File: src/rtl/min_sec_down_if.sv
// Control and display bundle for the mm:ss countdown timer.
// master drives tick/load/presets/start/pause; slave returns the digits and status.
interface min_sec_down_if;
  logic       tick;
  logic       load;
  logic [3:0] ld_min_h;
  logic [3:0] ld_min_l;
  logic [3:0] ld_sec_h;
  logic [3:0] ld_sec_l;
  logic       start;
  logic       pause;
  logic [3:0] min_h;
  logic [3:0] min_l;
  logic [3:0] sec_h;
  logic [3:0] sec_l;
  logic       running;
  logic       zero;
  logic       done;

  modport master (
    output tick, load, ld_min_h, ld_min_l, ld_sec_h, ld_sec_l, start, pause,
    input  min_h, min_l, sec_h, sec_l, running, zero, done
  );

  modport slave (
    input  tick, load, ld_min_h, ld_min_l, ld_sec_h, ld_sec_l, start, pause,
    output min_h, min_l, sec_h, sec_l, running, zero, done
  );
endinterface

File: src/rtl/min_sec_down.sv
// BCD mm:ss countdown timer with 1 Hz tick enable and done pulse.
// Define MIN_SEC_DOWN_AUTORELOAD_EN to reload the preset on expiry (periodic timer).
module min_sec_down #(
  parameter int MAX_MIN_H      = 5,
  parameter int DONE_PULSE_CYC = 1
) (
  input logic           clk,
  input logic           rst_n,
  min_sec_down_if.slave bus
);

  typedef enum logic [1:0] {S_IDLE, S_RUN, S_PAUSE, S_DONE} state_t;

  localparam logic [3:0] MAX_H = 4'(MAX_MIN_H);
  localparam logic [7:0] PULSE = 8'(DONE_PULSE_CYC);

  state_t      state_reg, state_next;
  logic [15:0] time_reg, time_next;     // {min_h, min_l, sec_h, sec_l}
  logic [7:0]  done_cnt_reg, done_cnt_next;
  logic [15:0] load_val;
  logic [15:0] dec_val;
  logic        dec_zero;

`ifdef MIN_SEC_DOWN_AUTORELOAD_EN
  logic [15:0] preset_reg;
`endif

  assign load_val = {
    (bus.ld_min_h > MAX_H) ? MAX_H : bus.ld_min_h,
    (bus.ld_min_l > 4'd9)  ? 4'd9  : bus.ld_min_l,
    (bus.ld_sec_h > 4'd5)  ? 4'd5  : bus.ld_sec_h,
    (bus.ld_sec_l > 4'd9)  ? 4'd9  : bus.ld_sec_l
  };

  // Borrow chain; only ever applied when the count is non-zero.
  always_comb begin
    dec_val        = time_reg;
    dec_val[3:0]   = time_reg[3:0] - 4'd1;
    if (time_reg[3:0] == 4'd0) begin
      dec_val[3:0] = 4'd9;
      dec_val[7:4] = time_reg[7:4] - 4'd1;
      if (time_reg[7:4] == 4'd0) begin
        dec_val[7:4]  = 4'd5;
        dec_val[11:8] = time_reg[11:8] - 4'd1;
        if (time_reg[11:8] == 4'd0) begin
          dec_val[11:8]  = 4'd9;
          dec_val[15:12] = time_reg[15:12] - 4'd1;
        end
      end
    end
    dec_zero = (dec_val == 16'd0);
  end

  always_comb begin
    state_next    = state_reg;
    time_next     = time_reg;
    done_cnt_next = (done_cnt_reg != 8'd0) ? done_cnt_reg - 8'd1 : 8'd0;
    if (bus.load) begin
      state_next    = S_IDLE;
      time_next     = load_val;
      done_cnt_next = 8'd0;
    end else begin
      case (state_reg)
        S_IDLE: begin
          if (!bus.pause && bus.start && !bus.zero) state_next = S_RUN;
        end
        S_RUN: begin
          if (bus.pause) begin
            state_next = S_PAUSE;
          end else if (bus.tick && !bus.zero) begin
            time_next = dec_val;
            if (dec_zero) state_next = S_DONE;
          end
        end
        S_PAUSE: begin
          if (!bus.pause && bus.start) state_next = S_RUN;
        end
        S_DONE: begin
          // One-cycle arming state: the done pulse starts here and times out on its own.
          done_cnt_next = PULSE;
`ifdef MIN_SEC_DOWN_AUTORELOAD_EN
          if (preset_reg != 16'd0) begin
            time_next  = preset_reg;
            state_next = S_RUN;
          end else begin
            state_next = S_IDLE;
          end
`else
          state_next = S_IDLE;
`endif
        end
        default: state_next = S_IDLE;
      endcase
    end
  end

  always_ff @(posedge clk) begin
    if (rst_n) begin
      state_reg    <= S_IDLE;
      time_reg     <= 16'd0;
      done_cnt_reg <= 8'd0;
    end else begin
      state_reg    <= state_next;
      time_reg     <= time_next;
      done_cnt_reg <= done_cnt_next;
    end
  end

`ifdef MIN_SEC_DOWN_AUTORELOAD_EN
  always_ff @(posedge clk) begin
    if (rst_n) begin
      preset_reg <= 16'd0;
    end else if (bus.load) begin
      preset_reg <= load_val;
    end
  end
`endif

  assign bus.min_h   = time_reg[15:12];
  assign bus.min_l   = time_reg[11:8];
  assign bus.sec_h   = time_reg[7:4];
  assign bus.sec_l   = time_reg[3:0];
  assign bus.zero    = (time_reg == 16'd0);
  assign bus.running = (state_reg == S_RUN);
  assign bus.done    = (done_cnt_reg != 8'd0);

endmodule

File: src/flat_wrapper.sv
// flat-port wrapper written by rule: the top's interface ports become plain ports
module min_sec_down_flat 
#(
  parameter int MAX_MIN_H      = 5,
  parameter int DONE_PULSE_CYC = 1
)
  (clk, rst_n, bus_tick, bus_load, bus_ld_min_h, bus_ld_min_l, bus_ld_sec_h, bus_ld_sec_l, bus_start, bus_pause, bus_min_h, bus_min_l, bus_sec_h, bus_sec_l, bus_running, bus_zero, bus_done);
  min_sec_down_if bus_i ();
  input logic clk;
  input logic rst_n;
  input wire logic [$bits(bus_i.tick)-1:0] bus_tick;
  input wire logic [$bits(bus_i.load)-1:0] bus_load;
  input wire logic [$bits(bus_i.ld_min_h)-1:0] bus_ld_min_h;
  input wire logic [$bits(bus_i.ld_min_l)-1:0] bus_ld_min_l;
  input wire logic [$bits(bus_i.ld_sec_h)-1:0] bus_ld_sec_h;
  input wire logic [$bits(bus_i.ld_sec_l)-1:0] bus_ld_sec_l;
  input wire logic [$bits(bus_i.start)-1:0] bus_start;
  input wire logic [$bits(bus_i.pause)-1:0] bus_pause;
  output wire logic [$bits(bus_i.min_h)-1:0] bus_min_h;
  output wire logic [$bits(bus_i.min_l)-1:0] bus_min_l;
  output wire logic [$bits(bus_i.sec_h)-1:0] bus_sec_h;
  output wire logic [$bits(bus_i.sec_l)-1:0] bus_sec_l;
  output wire logic [$bits(bus_i.running)-1:0] bus_running;
  output wire logic [$bits(bus_i.zero)-1:0] bus_zero;
  output wire logic [$bits(bus_i.done)-1:0] bus_done;
  assign bus_i.tick = bus_tick;
  assign bus_i.load = bus_load;
  assign bus_i.ld_min_h = bus_ld_min_h;
  assign bus_i.ld_min_l = bus_ld_min_l;
  assign bus_i.ld_sec_h = bus_ld_sec_h;
  assign bus_i.ld_sec_l = bus_ld_sec_l;
  assign bus_i.start = bus_start;
  assign bus_i.pause = bus_pause;
  assign bus_min_h = bus_i.min_h;
  assign bus_min_l = bus_i.min_l;
  assign bus_sec_h = bus_i.sec_h;
  assign bus_sec_l = bus_i.sec_l;
  assign bus_running = bus_i.running;
  assign bus_zero = bus_i.zero;
  assign bus_done = bus_i.done;
  min_sec_down #(.MAX_MIN_H(MAX_MIN_H), .DONE_PULSE_CYC(DONE_PULSE_CYC)) u_core (.clk(clk), .rst_n(rst_n), .bus(bus_i));
endmodule
File: config.mk
export PLATFORM = sky130hd
export DESIGN_NAME = min_sec_down_flat
export DESIGN_NICKNAME = d
export VERILOG_FILES = /design/src/rtl/min_sec_down_if.sv /design/src/rtl/min_sec_down.sv /design/src/flat_wrapper.sv
export SDC_FILE = /design/constraint.sdc
export NUM_CORES = 1
export LEC_CHECK = 0
export CAP_MARGIN = 0
export CORE_AREA = 2 2 76 78
export DETAILED_ROUTE_END_ITERATION = 16
export DIE_AREA = 0 0 78 80
export PLACE_DENSITY_LB_ADDON = 0.25
export SLEW_MARGIN = 10
export SYNTH_ARGS = -nofsm -noshare
export SYNTH_HDL_FRONTEND = slang
export SYNTH_SLANG_ARGS = --single-unit
export TNS_END_PERCENT = 50
File: constraint.sdc
create_clock -name clk -period 3.3 [get_ports clk]
set_input_delay 0.99 -clock clk [delete_from_list [all_inputs] [get_ports clk]]
set_output_delay 0.99 -clock clk [all_outputs]
set_load 0.01 [all_outputs]
==> results of run 1 <==
-- routing by layer --
| layer | track usage [%] | share of wire [%] | wire, um | vias to the layer above |
|---|---|---|---|---|
| li1 | - | - | - | 855 |
| met5 | 0 | 0 | 0 | - |
| met3 | 2.60 | 4.7 | 223 | 6 |
| met2 | 25.9 | 47 | 2210 | 45 |
| met4 | 5.26 | 1.6 | 78 | 0 |
| met1 | 21.6 | 47 | 2220 | 799 |
-- final timing paths --
check | from | endpoint | slack [ns] | depth (start not counted)
setup / recovery | u_core.time_reg[12] | bus_zero | 0.16 | 6
setup reg to reg | u_core.time_reg[0] | u_core.time_reg[11] | 0.87 | 5
hold / removal | u_core.state_reg[0] | u_core.state_reg[0] | 0.52 | 2
hold reg to reg | u_core.state_reg[0] | u_core.state_reg[0] | 0.52 | 2
-- Yosys cell counts, types with 4 or more instances --
library cell	count
o21ai_0	4
nor3_1	6
nand2_1	14
a311oi_1	4
nor4_1	8
clkbuf_1	6
inv_1	10
xnor2_1	5
or3_1	8
nor2_1	26
a211oi_1	4
ha_1	4
a21oi_1	6
dfxtp_1	26
nand3_1	7
o211ai_1	5
-- through the flow --
step | hold WS, ns | area (um2)
after detailed placement | 0.499 | 2160
after floorplan | 0.470 | 1600
after global placement | 0.494 | 2160
after CTS | 0.515 | 2230
after global routing | 0.545 | 2230
final | 0.515 | 2230
-- placed cells by master, fill, tap and decap left out, types with 5 or more instances in the layout --
cell,n
nand3_1,7
buf_4,17
nor2_1,26
or3_1,8
xnor2_1,5
a21oi_1,6
o211ai_1,5
dfxtp_1,26
nand2_1,14
clkdlybuf4s50_1,38
nor4_1,8
nor3_1,6
inv_1,10
-- worst max-delay path, delay by kind of cell (launching register included) --
kind / cells / cell delay (ns)
fa+ha+maj: 1 / 0.14
buf+inv: 3 / 0.41
flops: 1 / 0.35
simple gates: 2 / 0.97
-- logic make-up after synthesis --
logic type	synth area share [%]
AOI/OAI and AO/OA	23.0
xor gates and xnor gates	3.84
adders and majority gates	3.14
buffers and inverters	6.12
DFF	32.6
muxes	0.627
and+or+nand+nor	30.7
-- power by group through the flow --
stage / sequential [uW] / clock, uW / combinational (uW)
after global placement: 416 / 0 / 490
final: 409 / 267 / 477
after CTS: 409 / 277 / 482
after floorplan: 412 / 0 / 330
after global routing: 419 / 291 / 534
after detailed placement: 416 / 0 / 491
-- area by class of cell --
class	instances	share of cell area, %
Clock buffer	3	1.85
Clock inverter	1	1.35
Inverter	11	1.91
Multi-Input combinational cell	152	44.0
Sequential cell	26	23.3
Tap cell	72	4.04
Timing Repair Buffer	57	23.6
==> metrics, run 1 <==
leading area contributor after synthesis=dfxtp_1; Final Non-Filler Cells=322; Detailed Route Iter0 Violations=between 100 and 150; Die W=roughly 78 um; vias=about 1,700; Post-Place Cells=between 300 and 400; CP peak stage delay=0.51 ns; cell area after technology mapping=1600 um2; FMAX=~320 MHz; crit-path max FO=4; dominant synthesized flop cell=dfxtp_1; I/O Buffers=40; cell at the slowest stage of the critical path=or4_4; Hold Crit Class=flop to flop; H-tree depth=1; RSZ-0062 raised after global routing=no; post-CTS resize count=3; flops & latches, synth=26; Fillers=roughly 600; Synth top area share=between 30% and 40%; Setup Buffers After CTS=0; startpoint types=flop; worst-margin pin slew=between 0.4 and 0.5 ns; Total GRT Usage=between 15 and 20%; Worst Setup End Kind=primary output; post-synth cell types=54; sequential cell area=roughly 520 um2; Sink Count=26; Die Area=6240 um2; CTS Buffer Depth=2; post-DP HPWL=~3.6 mm; PD cells=a little over 500 nW/um2; first-pass GRT wire length=approximately 8 mm; CP cell instances=inv_1 -> ha_1 -> or4b_4 -> or4_4 -> clkinv_2 -> dlygate4sd2_1; vias in the first global route=1,683; number of flip-flops in the largest register=16; I/O pin total=~40; Mapped Nets=225; Reg power frac=roughly 36%; Final min period=3.14 ns; Yosys Warn Count=0; CTS tree=done; switching pwr=between 300 and 400 uW; Ant. Diodes=0; TritonCTS Buffers=3; largest net degree at the start of global routing=16; GPL Wtd Cong=0.862; setup TNS=0 ns; Clock transition at path regs=0.10 ns; worst skew pair latency=0.27 ns; starting density of the core=between 20% and 30%; vias per inst=about 5.3; switch share=33.1%; syn_area_per_cell=8.02 um2; hold buffer count at CTS=0; clock group share of total power=a little under a quarter; Detail Route Antenna Nets=0; outcome=finished, final reports clean; clk_skew=0.00698 ns; Critical Path RT=around 2.3 ns; Final Cycle Share=approximately 95%; WL final=4.73 mm; Internal Power=771 uW; Die Ht=around 80 um; Power Total=between 1000 and 1500 uW; Leak Pwr=between 0.0008 and 0.0009 uW; sequential share of the synthesized area=32.6%; Max Cap Viol=0; 1st-pass router iterations=4; layout cells sized above 1=a little under an eighth; Post-synth EDFFs=0; max-slew violation count=0; initial antenna violation count=0; Final WS setup=0.159 ns; Post-Syn Instances=199; top cells by area, synth=dfxtp_1 33%, nor2_1 6.1%, nand2_1 3.3%; Avg WL per Cell=14.7 um; relative slew slack=between 70% and 80%; Comb power frac=between 40% and 50%; final setup fails=0; Multi-input gate area=around 1000 um2; FP Rows=27; CORE AREA=between 5000 and 6000 um2; utilization of the core after routing=around two fifths; critical path type=flop to primary output; final net count=about 280; fraction of registers with async set/reset=0%; final hold violations=0; IR drop worst, VDD=between 0.2 and 0.3 mV; Area Growth Syn to Fin=39.8%; DRC=0; Root Driver=clkbuf_8; pre-CTS WS=~0.17 ns; gr ovfl total=0; CP arrival=around 2.2 ns
Power figures use the tool's default switching activity.
==> run 2: changes to the inputs <==
--- a/config.mk
+++ b/config.mk
@@ -9,6 +9,7 @@
 export CORE_AREA = 2 2 76 78
 export DETAILED_ROUTE_END_ITERATION = 16
 export DIE_AREA = 0 0 78 80
+export GPL_TIMING_DRIVEN = 0
 export PLACE_DENSITY_LB_ADDON = 0.25
 export SLEW_MARGIN = 10
 export SYNTH_ARGS = -nofsm -noshare
==> run 2 against run 1 <==
Sequential power barely moved. Fmax fell by 2.2%. Die area stayed put. Cell count fell by 1.9%. Power is 0.14% lower. Wire length fell by 1.6%. Critical path depth increased by 1. Count of clock-buffer cells in the layout is the same. Flip-flop and latch count unchanged.
==> metrics, run 2 (synthesis gave the netlist of run 1 again) <==
WL final=4.65 mm; placed cell area=about 2100 um2; Worst R2R End=u_core.time_reg[11]; critical path type=flop to primary output; final setup fails=0; GPL Wtd Cong=between 0.8 and 0.9; Max Cap Viol=0; first-pass GRT wire length=about 7.7 mm; Final WS setup=a little under 0.09 ns; max-slew violation count=0; CTS Buffer Depth=2; Total GRT Usage=15.3%; initial antenna violation count=0; vias=between 1,500 and 2,000; H-tree depth=1; CORE AREA=about 5400 um2; Final min period=3.21 ns; Leak Pwr=0.000786 uW; Die Area=6240 um2; largest net degree at the start of global routing=16; relative slew slack=57.4%; Die W=about 78 um; hold endpoint=u_core.state_reg[0]; Final Cell Area=2180 um2; Detailed Route Iter0 Violations=130; layout cells sized above 1=under 10%; Avg WL per Cell=14.7 um; FP Rows=27; DRC=0; I/O Buffers=40; worst r2r src=u_core.time_reg[0]; hold path depth=2; IR drop worst, VDD=approximately 0.26 mV; Power Total=1150 uW; Sink Count=26; PD cells=approximately 530 nW/um2; startpoint types=flop; vias per inst=~5.4; final hold violations=0; most frequent cells in the layout=38 x clkdlybuf4s50_1, 26 x nor2_1, 23 x dfxtp_1; post-DP HPWL=between 3 and 4 mm; Die Ht=about 80 um; RSZ-0062 raised after global routing=no; Area Growth Syn to Fin=36.5%; vias in the first global route=approximately 1,600; 1st-pass router iterations=4; TritonCTS Buffers=3; CTS tree=done; Hold Crit Class=flop to flop; worst-margin pin slew=around 0.64 ns; gr ovfl total=0; R2R cell count=6; Critical Path RT=approximately 2.3 ns; M2 GR Usage=between 20% and 30%; starting density of the core=between 20 and 30%; commonest non-fill, non-tap cell in the layout=clkdlybuf4s50_1; routing usage on met3=between 2 and 3%; worst skew pair latency=around 0.28 ns; final net count=about 270; clk_skew=approximately 0.0032 ns; hold_sp=u_core.state_reg[0]; worst hold slack=between 0.5 and 0.6 ns; Final Cycle Share=a little over nine tenths; Root Driver=clkbuf_8; GR peak layer=met2; crit-path max FO=10; pre-CTS WS=-0.171 ns; met1 usage=between 10% and 20%; number of flip-flops in the largest register=16; Ant. Diodes=0; FMAX=between 300 and 400 MHz; outcome=finished, final reports clean; Detail Route Antenna Nets=0; Worst Setup End Kind=primary output; CP arrival=approximately 2.2 ns; I/O pin total=41; Clock transition at path regs=about 0.10 ns; flop-to-flop setup slack=about 0.9 ns
-- run 2: layout make-up --
cell class              count  area (um2)
well taps                  72        90.1
plain buffers              10        60.1
multi-input cells         152         981
flip-flops and latches     26         527
clock inverters             1        30.0
inverters                  11        46.3
fillers                   592        3230
repair buffers             41         402
clock buffers               3        41.3
-- run 2: how the worst max path moves through the flow --
stage,start,endpoint,slack (ns)
floorplan,u_core.time_reg[11],bus_zero,0.51
global placement,u_core.time_reg[11],bus_zero,-0.17
detailed placement,u_core.time_reg[11],bus_zero,-0.17
CTS,u_core.time_reg[0],bus_zero,-0.0007
global route,u_core.time_reg[0],bus_zero,0.02
finish,u_core.time_reg[12],bus_zero,0.09
-- run 2: metal layers --
metal | vias up | share of wire [%]
li1 | 841 | -
met1 | 799 | 46
met2 | 56 | 47
met3 | 9 | 5.9
met4 | 0 | 1.5
met5 | - | 0
-- run 2: timing repair --
action | 4_1_cts | 5_1_grt
hold buffers | 0 | 0
pin swaps | 1 | 0
buffers inserted | 0 | 1
endpoints found under the setup margin | 2 | 1
gates resized for setup | 12 | 3
-- run 2: report_power, final --
group / leakage, uW / internal (uW) / switching, uW
sequential: 0.000215 / 365 / 47.4
clock: 0.0000357 / 163 / 111
combinational: 0.000535 / 239 / 225
-- run 2: worst max-delay path: stages (launching register included) --
cell and delay (ns):
dfxtp_2 0.35, inv_2 0.07, ha_1 0.14, or4b_4 0.51, or4_4 0.50, buf_6 0.16
clkinv_4 0.08, buf_2 0.13
-- run 2: metrics by stage --
step	util, %	TNS [ns]	cells
finish	40.3	0	316
global route	40.3	0	316
CTS	40.2	-0.000695	315
detailed placement	38.6	-0.171	311
global placement	38.6	-0.171	311
floorplan	-	0	199
==> run 3: changes to the inputs <==
--- a/config.mk
+++ b/config.mk
@@ -9,7 +9,7 @@
 export CORE_AREA = 2 2 76 78
 export DETAILED_ROUTE_END_ITERATION = 16
 export DIE_AREA = 0 0 78 80
-export GPL_TIMING_DRIVEN = 0
+export GPL_TIMING_DRIVEN = 1
 export PLACE_DENSITY_LB_ADDON = 0.25
 export SLEW_MARGIN = 10
 export SYNTH_ARGS = -nofsm -noshare
==> results of run 3 <==
No change in the layout: final DEF, timing and power equal those of run 1.
